`config.mk`:
```
export PLATFORM = sky130hd
export DESIGN_NAME = uart_tx_arbiter
export DESIGN_NICKNAME = d
export VERILOG_FILES = /design/src/rtl/uart_arb_pkg.sv /design/src/rtl/rr_picker.sv /design/src/rtl/uart_tx_arbiter.sv
export SDC_FILE = /design/constraint.sdc
export NUM_CORES = 1
export LEC_CHECK = 0
export ABC_AREA = 1
export CAP_MARGIN = 10
export CORE_ASPECT_RATIO = 0.75
export CORE_MARGIN = 4
export CORE_UTILIZATION = 39
export DETAILED_ROUTE_END_ITERATION = 6
export GPL_ROUTABILITY_DRIVEN = 1
export GPL_TIMING_DRIVEN = 0
export PLACE_DENSITY_LB_ADDON = 0.15
export SKIP_CTS_REPAIR_TIMING = 1
export SLEW_MARGIN = 10
export SYNTH_ARGS = -nofsm -noshare
export SYNTH_HDL_FRONTEND = slang
export SYNTH_SLANG_ARGS = --single-unit
```
`constraint.sdc`:
```
create_clock -name clk -period 1.7 [get_ports clk]
set_clock_uncertainty 0.15 [all_clocks]
set_input_delay 0.17 -clock clk [delete_from_list [all_inputs] [get_ports clk]]
set_output_delay 0.17 -clock clk [all_outputs]
set_load 0.03 [all_outputs]
```
`src/rtl/uart_arb_pkg.sv`:
```
// Shared types and constants for the UART TX stream arbiter.
package uart_arb_pkg;

  typedef enum logic [1:0] {
    IDLE    = 2'd0,
    HEADER  = 2'd1,
    PAYLOAD = 2'd2
  } state_e;

  localparam logic [7:0] HDR_BASE_DEFAULT = 8'hA0;

  // Width needed to hold a source id for n sources; never less than one bit.
  function automatic int unsigned id_width(input int unsigned n);
    int unsigned w;
    w = 1;
    for (int unsigned i = 1; i < 32; i++) begin
      if ((64'd1 << i) < 64'(n)) w = i + 1;
    end
    return w;
  endfunction

endpackage

```
`src/rtl/rr_picker.sv`:
```
// Round-robin pick: first asserted request at or after ptr, wrapping mod NUM_SRC.
module rr_picker
  import uart_arb_pkg::*;
#(
  parameter int unsigned NUM_SRC = 4,
  parameter int unsigned ID_W    = id_width(NUM_SRC)
) (
  input  logic [NUM_SRC-1:0] req,
  input  logic [ID_W-1:0]    ptr,
  output logic               found,
  output logic [ID_W-1:0]    idx
);

  logic [2*NUM_SRC-1:0] dbl;
  logic [NUM_SRC-1:0]   rot;

  // Rotate the request vector so that position 0 corresponds to ptr.
  always_comb begin
    dbl = {req, req};
    rot = NUM_SRC'(dbl >> ptr);
  end

  // Priority-encode the rotated vector and map the offset back to a source id.
  always_comb begin
    logic [ID_W:0] sum;
    found = 1'b0;
    idx   = '0;
    sum   = '0;
    for (int unsigned i = 0; i < NUM_SRC; i++) begin
      if (!found && rot[i]) begin
        found = 1'b1;
        sum   = {1'b0, ptr} + (ID_W+1)'(i);
        if (sum >= (ID_W+1)'(NUM_SRC)) sum = sum - (ID_W+1)'(NUM_SRC);
        idx   = sum[ID_W-1:0];
      end
    end
  end

endmodule

```
`src/rtl/uart_tx_arbiter.sv`:
```
// Packet-level round-robin arbiter feeding the UART bridge TX stream,
// with an optional one-byte source-id header ahead of each packet.
module uart_tx_arbiter
  import uart_arb_pkg::*;
#(
  parameter int unsigned              NUM_SRC    = 4,
  parameter int unsigned              DATA_WIDTH = 8,
  parameter bit                       HEADER_EN  = 1'b1,
  parameter logic [DATA_WIDTH-1:0]    HDR_BASE   = DATA_WIDTH'(HDR_BASE_DEFAULT),
  parameter int unsigned              MAX_LEN    = 64,
  localparam int unsigned             ID_W       = id_width(NUM_SRC),
  localparam int unsigned             CNT_W      = $clog2(MAX_LEN + 1)
) (
  input  logic                          clk,
  input  logic                          rst,
  input  logic                          enable,
  input  logic [NUM_SRC*DATA_WIDTH-1:0] s_tdata,
  input  logic [NUM_SRC-1:0]            s_tvalid,
  input  logic [NUM_SRC-1:0]            s_tlast,
  output logic [NUM_SRC-1:0]            s_tready,
  output logic [DATA_WIDTH-1:0]         m_tdata,
  output logic                          m_tvalid,
  output logic                          m_tlast,
  input  logic                          m_tready,
  output logic                          busy,
  output logic [ID_W-1:0]               grant_id,
  output logic                          pkt_done,
  output logic                          len_err
);

  state_e            state_q, state_d;
  logic [ID_W-1:0]   rr_ptr_q, rr_ptr_d;
  logic [ID_W-1:0]   grant_q, grant_d;
  logic [CNT_W-1:0]  cnt_q, cnt_d;

  logic              pick_found;
  logic [ID_W-1:0]   pick_idx;
  logic              at_max;

  rr_picker #(
    .NUM_SRC (NUM_SRC),
    .ID_W    (ID_W)
  ) u_picker (
    .req   (s_tvalid),
    .ptr   (rr_ptr_q),
    .found (pick_found),
    .idx   (pick_idx)
  );

  assign at_max   = (cnt_q == CNT_W'(MAX_LEN - 1));
  assign grant_id = grant_q;

  // State, pointer, grant and beat-count registers.
  always_ff @(posedge clk or posedge rst) begin
    if (rst) begin
      state_q  <= IDLE;
      rr_ptr_q <= '0;
      grant_q  <= '0;
      cnt_q    <= '0;
    end else begin
      state_q  <= state_d;
      rr_ptr_q <= rr_ptr_d;
      grant_q  <= grant_d;
      cnt_q    <= cnt_d;
    end
  end

  // Next-state: arbitrate in IDLE, advance past the header, count payload beats.
  always_comb begin
    state_d  = state_q;
    rr_ptr_d = rr_ptr_q;
    grant_d  = grant_q;
    cnt_d    = cnt_q;
    case (state_q)
      IDLE: begin
        if (enable && pick_found) begin
          grant_d = pick_idx;
          cnt_d   = '0;
          state_d = HEADER_EN ? HEADER : PAYLOAD;
        end
      end
      HEADER: begin
        if (m_tready) state_d = PAYLOAD;
      end
      PAYLOAD: begin
        if (m_tvalid && m_tready) begin
          cnt_d = cnt_q + 1'b1;
          if (m_tlast) begin
            state_d  = IDLE;
            rr_ptr_d = (grant_q == ID_W'(NUM_SRC - 1)) ? '0 : grant_q + 1'b1;
          end
        end
      end
      default: state_d = IDLE;
    endcase
  end

  // Outputs: header beat, or combinational pass-through of the granted source.
  always_comb begin
    m_tvalid = 1'b0;
    m_tdata  = '0;
    m_tlast  = 1'b0;
    s_tready = '0;
    busy     = 1'b0;
    pkt_done = 1'b0;
    len_err  = 1'b0;
    case (state_q)
      HEADER: begin
        busy     = 1'b1;
        m_tvalid = 1'b1;
        m_tdata  = {HDR_BASE[DATA_WIDTH-1:ID_W], grant_q};
      end
      PAYLOAD: begin
        busy              = 1'b1;
        m_tvalid          = s_tvalid[grant_q];
        m_tdata           = s_tdata[grant_q*DATA_WIDTH +: DATA_WIDTH];
        m_tlast           = s_tlast[grant_q] | at_max;
        s_tready[grant_q] = m_tready;
        pkt_done          = s_tvalid[grant_q] & m_tready & m_tlast;
        // Truncation is a forced end while the source itself has not ended.
        len_err           = s_tvalid[grant_q] & m_tready & at_max & ~s_tlast[grant_q];
      end
      default: ;
    endcase
  end

endmodule

```
### After elaboration in Yosys (flattened, before gate mapping)

Index checks and enable logic that the tools add are counted.

* register bits after elaboration: 13
* input bits: 44
* output and inout bits: 19

* add/subtract/negate cells: 9
* $lt $le $gt $ge: 6
* eq/ne operators: 8
* shift-type cells: 2
* mux-type cells: 34
* bitwise operators: 7
* reduce and logical (&&, ||, !) cells: 16

Operators by type and width (count)
* $shiftx A32 B6 Y8: 1
* $mux W2: 13
* $pmux W8 S2: 1
* $mux W7: 2
* $pmux W7 S2: 1
* $mux W1: 11
* $ge A3 B3 Y1 const B: 3
* $ne A2 B2 Y1 const B: 4
* $shr A8 B2 Y4: 1
* $sub A2 B1 Y2 const B: 4
* $add A7 B1 Y7 const B: 1
* $eq A7 B6 Y1 const B: 1
* $add A2 B2 Y3 const B: 2
* $logic_and A1 B1 Y1: 6
* $pmux W2 S3: 1
* $reduce_and A3 Y1: 2
* $and A1 B1 Y1: 4
* $and A4 B4 Y4: 1
* $bmux W1 S2: 2
* $eq A2 B2 Y1 const B: 2
* $mux W4: 1
* $reduce_and A4 Y1: 1
* $add A2 B1 Y3 const B: 1
* $ge A2 B3 Y1 const B: 1
* other kinds (13): 15

### Logic depth before layout (Yosys ltp)

* word-level depth: 14
* mapped depth: 14

### Hierarchy

Synthesis repeated with hierarchy kept, for this count alone.

* cell total of the unflattened synthesis: 250
* area, all modules: 1657.8 um2

By module, submodules not included
* uart_tx_arbiter: times used 1, cells an instance 197, area each 1327.5 um2, sequential area each 325.3 um2
* rr_picker: times used 1, cells an instance 53, area each 330.3 um2, sequential area each 0.0 um2

### Worst setup path before layout

OpenSTA, ideal clock, no wires.

* path type: flip-flop to flip-flop
* from: register state_q[0]
* to: register state_q[0]
* setup time: 0.117 ns
* arrival time: 1.997 ns
* slack: -0.564 ns
* cell stages (with the launch flop): 11
* period minus slack after synthesis: 2.264 ns
* cells stage by stage: dfrtp_1 -> inv_1 -> ha_1 -> nand2_1 -> o21ai_2 -> nand2_2 -> nand2_2 -> buf_6 -> nand3_2 -> nand2_1 -> nand2_1

* word-level cells in the longest chain between the ends: 5
* elaborated cells on any way between the ends: 12
* classes of those cells: 6 x eq/ne; 3 x mux; 3 x reduce/logical

RTL lines
* start, declared: line uart_tx_arbiter.sv:31 `state_e state_q, state_d;`
* start signal, assigned: line uart_tx_arbiter.sv:61 `state_q <= state_d;`
* $eq A2 B2 Y1 or $eq A2 B1 Y1 (tied branches): line uart_tx_arbiter.sv:107 `case (state_q)`
* $pmux W1 S2 *: line uart_tx_arbiter.sv:107
* net m_tvalid: line uart_tx_arbiter.sv:22 `output logic m_tvalid,`
* $logic_and A1 B1 Y1 *: line uart_tx_arbiter.sv:86 `if (m_tvalid && m_tready) begin`
* $ne A2 B2 Y1 (no line) *
* $reduce_and A4 Y1 (no line) *

Mark *: on every way through the listed nets, which the timed path passes. The rest lies on a longest branch.
A chain may end at the register's enable or synchronous reset.

### Worst setup path in the final report

* from: register cnt_q[1]
* to: output port pkt_done

* word-level cells in the longest chain between the ends: 4

RTL lines
* start, declared: line uart_tx_arbiter.sv:34 `logic [CNT_W-1:0] cnt_q, cnt_d;`
* start signal, assigned: line uart_tx_arbiter.sv:64 `cnt_q <= cnt_d;`
* $eq A7 B6 Y1: line uart_tx_arbiter.sv:50 `assign at_max = (cnt_q == CNT_W'(MAX_LEN - 1));`
* $or A1 B1 Y1: line uart_tx_arbiter.sv:117 `m_tlast = s_tlast[grant_q] | at_max;`
* $and A1 B1 Y1: line uart_tx_arbiter.sv:119 `pkt_done = s_tvalid[grant_q] & m_tready & m_tlast;`
* $mux W1: line uart_tx_arbiter.sv:107
* end, declared: line uart_tx_arbiter.sv:27 `output logic pkt_done,`

No other way between the ends.

==> results.md <==
- R2R depth: 11
- Post-Synth Adder-Cell Area: 7.45%
- First-pass GRT wire length: 7070 um
- Count of cell types in the netlist: 32
- Placed insts: approximately 350
- Setup WS post-layout: -0.327 ns
- Cts bufs inserted: 3
- Net count after synthesis: ~290
- Critical Path, Cell by Cell: ha_2 -> nand3_2 -> nor2_2 -> nand3b_1 -> nand2_1 -> nand2_2 -> nor2_2 -> buf_6
- Setup Crit Path Kind: flip-flop to output pin
- H-tree levels: 1
- Fraction of layout cells with a size suffix above 1: 38.8%
- Number of diodes: 0
- YS warnings: 0
- Total Wirelength: approximately 5600 um
- Num rows: 19
- Flops & latches, synth: 13
- Vias per cell: roughly 5.1
- Crit. End Element: output pin
- Hold Vio Cnt, Final: 0
- Hold Slack: 0.0990 ns
- Fin. max-slew vios: 0
- Die area: about 0.0049 mm2
- Initial DRC Count: 63
- Post-synthesis sequential area ratio: ~22%
- Max clock buf depth: 2
- Min cycle time layout: a little over 2 ns
- Status: complete, but fails checks
- Most frequent CP cell: nor2_2
- Hold Path Class: input pin to asynchronous set/reset pin
- Vias in the first global route: 1509
- DR DRC count: 0
- Async set-reset flop share out of synthesis: 100%
- End of the critical path: pkt_done
- Max_slew headroom: 66.6%
- Die width: between 70 and 80 um
- Synth Area in XOR/XNOR: 2.90%
- Worst slack, placed: -0.780 ns
- Internal reg-to-reg setup slack: -0.14 ns
- Die H: about 62 um
- Nets: around 380
- Core Region: approximately 0.0037 mm2
- # IOs: between 60 and 70
- Total gr overflow: 0
- F_max: between 400 and 500 MHz
- CP arrival: about 1.7 ns
- WP buf/inv: 1
- Antenna viol nets, final: 0
- Slew @ Worst Pin: 0.501 ns
- Dominant cell type by area after synthesis: dfrtp_1
- Worst reg2reg endpoint: state_q[0]$_DFFE_PP0P_
- Setup crit start kind: flip-flop
- Failing checks: setup timing
- CP peak stage delay: 0.37 ns
- Post-DP Area: approximately 0.0023 mm2
- Final setup vio count: 27
- Per-cell routed wire length: 14.7 um
- Post-Layout Cell Count: between 300 and 400
- Top FF cell, synth: dfrtp_1
- Worst VDD drop: approximately 1.5 mV
- Initial core utilization: around 41%
- Dominant cell by count in the synthesized netlist: nand2_1
- Top cells by area, synth: dfrtp_1 (22%), nand2_1 (15%), nor2_1 (7.7%)
- CTS tree: yes
- Post-synth EDFFs: 0
- Power per Cell Area: 1680 mW/mm2
- MaxCap Viol Count: 0
- TritonCTS Sinks: 13
- Root Buffer Master: clkbuf_8
- Later-pin clock latency in the skew report: approximately 0.24 ns
- CP Depth: 8
- Largest net degree at the start of global routing: 14
- Leakage: 1.33 nW
- Cells after synthesis: 240
- Top cells by count, synth: nand2_1 (61), nor2_1 (31), nand3_1 (22), inv_1 (21), o21ai_0 (18)
- Netlist Area Pre-Place: 0.00151 mm2
- Yosys top cell area share: between 20 and 25%
- Avg Synthesized Cell Area: roughly 6.3 um2
- CTS clk-pin slew, worst paths: 0.05 ns
- Delay-heaviest family, CP: simple AND/OR/NAND/NOR gates
- Period utilization: 119%
- Pre-antenna DRT Iters: 4
- Compound-cell area share of the yosys netlist: roughly 12%
- IO buf count: 62
- Required time of the critical path: between 1 and 1.5 ns
- RSZ-0062 raised after global routing: true
- Area Growth Syn to Fin: 89.0%
- Slowest-stage cell, CP: dfrtp_1
- Max FO, Critical Path: 4
- Setup crit start: cnt_q[1]$_DFFE_PP0P_
- Routability Congestion: about 0.76
- Total track usage: 18.3%
- DP HPWL: between 3000 and 4000 um
- Reg2reg start: state_q[0]$_DFFE_PP0P_
- Largest family of logic cells by synthesized area: simple AND/OR/NAND/NOR gates
- Antenna violations before repair: 0
- Post-synthesis mux area share: 0%
- Final Cell Area: 0.00286 mm2
- Simple-gate share of the synthesized area: approximately 45%
- Detailed-route via count: around 2000
-- state kept, by name, summed over array words and instances, names as in the netlist --
| register | count |
|---|---|
| rr_ptr_q | 2 |
| cnt_q | 7 |
| state_q | 2 |
| grant_id | 2 |
-- stage by stage --
stage	TNS [ns]	power (mW)	utilization (%)
after floorplan	-1.84	2.55	-
after global placement	-11.43	3.29	62.2
after detailed placement	-11.79	3.32	62.2
after CTS	-15.38	3.61	63.4
after global routing	-5.98	5.11	77.5
final	-3.85	4.79	77.5
-- cells in the final DEF (no fill, tap or decap), types with 2 or more instances in the layout --
cell type,instances
a21oi_2,6
buf_4,17
buf_6,25
buf_8,5
clkbuf_16,3
clkbuf_8,3
clkdlybuf4s50_1,43
dfrtp_1,11
dfrtp_2,2
dlymetal6s2s_1,2
ha_1,4
ha_4,4
inv_1,14
inv_2,9
inv_4,2
nand2_1,52
nand2_2,16
nand2_4,2
nand2_8,2
nand3_1,19
nand3_2,4
nand3_4,2
nand3b_1,2
nand4_1,10
nor2_1,19
nor2_2,6
nor2_4,7
o21ai_0,8
o21ai_1,7
o21ai_2,4
o22ai_1,3
xnor2_1,2
xor2_1,3
-- worst min path at each step --
stage,end,slack [ns],cells past startpoint
2_1_floorplan,cnt_q[0]$_DFFE_PP0P_,-0.10,1
3_3_place_gp,cnt_q[6]$_DFFE_PP0P_,0.32,2
3_5_place_dp,cnt_q[6]$_DFFE_PP0P_,0.33,2
4_1_cts,grant_id[1]$_DFFE_PP0P_,0.11,2
5_1_grt,cnt_q[3]$_DFFE_PP0P_,0.16,2
6_report,rr_ptr_q[1]$_DFFE_PP0P_,0.1,2
-- power by group --
| group | leakage (nW) | total, mW | internal (mW) | switching [mW] |
|---|---|---|---|---|
| logic | 1.14 | 3.99 | 1.79 | 2.20 |
| clock network | 0.0228 | 0.273 | 0.165 | 0.108 |
| registers | 0.164 | 0.527 | 0.405 | 0.122 |
| total | 1.33 | 4.79 | 2.36 | 2.43 |
-- per-layer routing --
metal  up-vias  track usage (%)  wire length (um)
met3        10             3.75               303
met1       924             24.4              2470
met4         0             2.89               115
met2        58             31.7              2750
met5         -                0                 0
li1        965                -                 -
-- kinds of logic (layout without fill, tap and decap cells) --
logic type,count (synthesis),after routing
adders and majority gates,9,9
DFF,13,13
and+or+nand+nor,144,144
xor gates and xnor gates,5,5
AOI/OAI and AO/OA,32,32
buffers and inverters,37,127
-- area by class of cell --
cell class	instances	area [um2]
Tap cell	52	65.1
Multi-Input combinational cell	190	1270
Sequential cell	13	328
Fill cell	247	828
Buffer	11	143
Clock buffer	4	45.0
Timing Repair Buffer	86	897
Inverter	26	108
Note: power is estimated with default switching activity, not from simulation.
==> edit: new RTL, same settings <==
Make the reset (`rst`) synchronous in one clocked block.
--- a/src/rtl/uart_tx_arbiter.sv
+++ b/src/rtl/uart_tx_arbiter.sv
@@ -51,7 +51,7 @@
   assign grant_id = grant_q;
 
   // State, pointer, grant and beat-count registers.
-  always_ff @(posedge clk or posedge rst) begin
+  always_ff @(posedge clk) begin
     if (rst) begin
       state_q  <= IDLE;
       rr_ptr_q <= '0;
Function: differs if rst is asserted again (counterexample within 4 cycles, from zero or initial values and one cycle with rst high); with rst held inactive, the same outputs for 10 cycles.
==> edit against the unedited design <==
- the run still ends with setup timing left
- cell area grew 4.7%
- total power is 32% lower
- sequential share of layout area down 2.2 points
- utilization increased by 4.2 points
- sequential cell count did not move
- non-clock buffer count grew 5
- setup slack got worse by 53 ps
- cell count rose by 3.4%
- synthesized area shrank 2.0%
- routed wire length rose by 14%
- largest power group unchanged
==> edit: results (changes against the unedited design) <==
- Final Util: 81.7% (+4.2 points)
- CP max-delay cell: sky130_fd_sc_hd__dfxtp_1
- Routed WL per cell: 16.3 um (+10%)
- Clock network latency to the later pin of the worst-skew pair: around 250 ps
- Leakage power total: 1.24 nW (-6.9%)
- Fraction of layout cells with a size suffix above 1: 43.1% (+4.4 points)
- Share of the synthesized netlist area taken by xor and xnor gates: 2.36% (-0.53 points)
- Failing checks: setup timing
- Met1 capacity usage during global routing: 28.3% (+3.9 points)
- Total negative slack for setup checks: -5450 ps (-1600 ps)
- Adder-cell share of the synthesized area: 7.60% (+0.15 points)
- Post-route non-filler standard cell count: 395 (+3.4%)
- Placer Congestion: 0.776 (+1.9%)
- Reg-to-Reg Start: state_q[0]
- Pin count of the biggest net entering global routing: 12 (-2)
- Worst reg2reg setup slack: -330 ps (-190 ps)
- Average vias per placed instance: 5.43 (+5.9%)
- DRT iter0 DRCs: 253 (+300%)
- First-pass DRT Iterations: 5 (+1)
- HPWL after detailed placement: 3620 um (+1.7%)
- Met3 track utilization from global routing: 4.09% (+0.35 points)
- Cell types with the largest area share after synthesis: sky130_fd_sc_hd__dfxtp_1 18%, sky130_fd_sc_hd__nand2_1 13%, sky130_fd_sc_hd__nor2_1 10%, sky130_fd_sc_hd__nand3_1 8.1%, sky130_fd_sc_hd__ha_1 7.6%
- Pre-CTS setup slack: -620 ps (+160 ps)
- Number of buffers inserted by port buffering: 61 (-1.6%)
- Synthesized net count: 300 (+2.4%)
- Final Worst Setup Slack: -381 ps (-53.3 ps)
- Filler instances: 224 (-9.3%)
- Cell types with the highest counts after synthesis: 50 x sky130_fd_sc_hd__nand2_1, 40 x sky130_fd_sc_hd__nor2_1, 24 x sky130_fd_sc_hd__nand3_1
- Maximum vdd ir drop: 1320 uV (-12%)
- Hold slack final: 189 ps (+89.7 ps)
- Arrival time of data at the critical path endpoint: 1760 ps (+50 ps)
- Syn Inst Count: 247 (+2.9%)
- Relative slew slack: 62.2% (-4.4 points)
- CTS Root Buffer Type: sky130_fd_sc_hd__clkbuf_8
- Result of the run: complete, but fails checks
- Ys async rst share: 0% (-100 points)
- Placed instance count: 360 (+1.7%)
- Sequential element share of the synthesized area: 17.6% (-4.0 points)
- Total global routing track utilization: 19.0% (+0.73 points)
- Placement Cell Area: 0.00226 mm^2 (-1.5%)
- Wire length of the first global-routing pass: 7260 um (+2.7%)
- Endpoint of the most critical register-to-register path: cnt_q[1]
- # setup viols final: 26 (-3.7%)
- Number of global-route vias before repair: 1536 (+1.8%)
## edit: cell count changes after synthesis, sizes merged, moves of 2 or more
cell,before,now
dfrtp,13,0
dfxtp,0,13
nand2,72,60
a21oi,6,16
nor2,32,42
nand4,11,4
nor3,1,4
a31oi,0,2
a32o,0,2
## edit: report_power, final
group / internal (mW) / leakage [nW] / switching, mW / total (mW)
Combinational: 1.14 / 1.11 / 1.37 / 2.51
Sequential: 0.360 / 0.109 / 0.0789 / 0.439
Clock: 0.166 / 0.0228 / 0.124 / 0.290
## edit: final cells by class
| cell class | instances | area share, % |
|---|---|---|
| flip-flops and latches | 13 | 9.29 |
| inverters | 27 | 4.06 |
| repair buffers | 92 | 31.2 |
| clock buffers | 4 | 1.51 |
| multi-input cells | 197 | 47.7 |
| plain buffers | 10 | 4.14 |
| well taps | 52 | 2.18 |
## edit: metal layers
metal | up-vias | wire length (um)
li1 | 1015 | -
met1 | 985 | 2790
met2 | 129 | 3020
met3 | 14 | 470
met4 | 0 | 146
met5 | - | 0
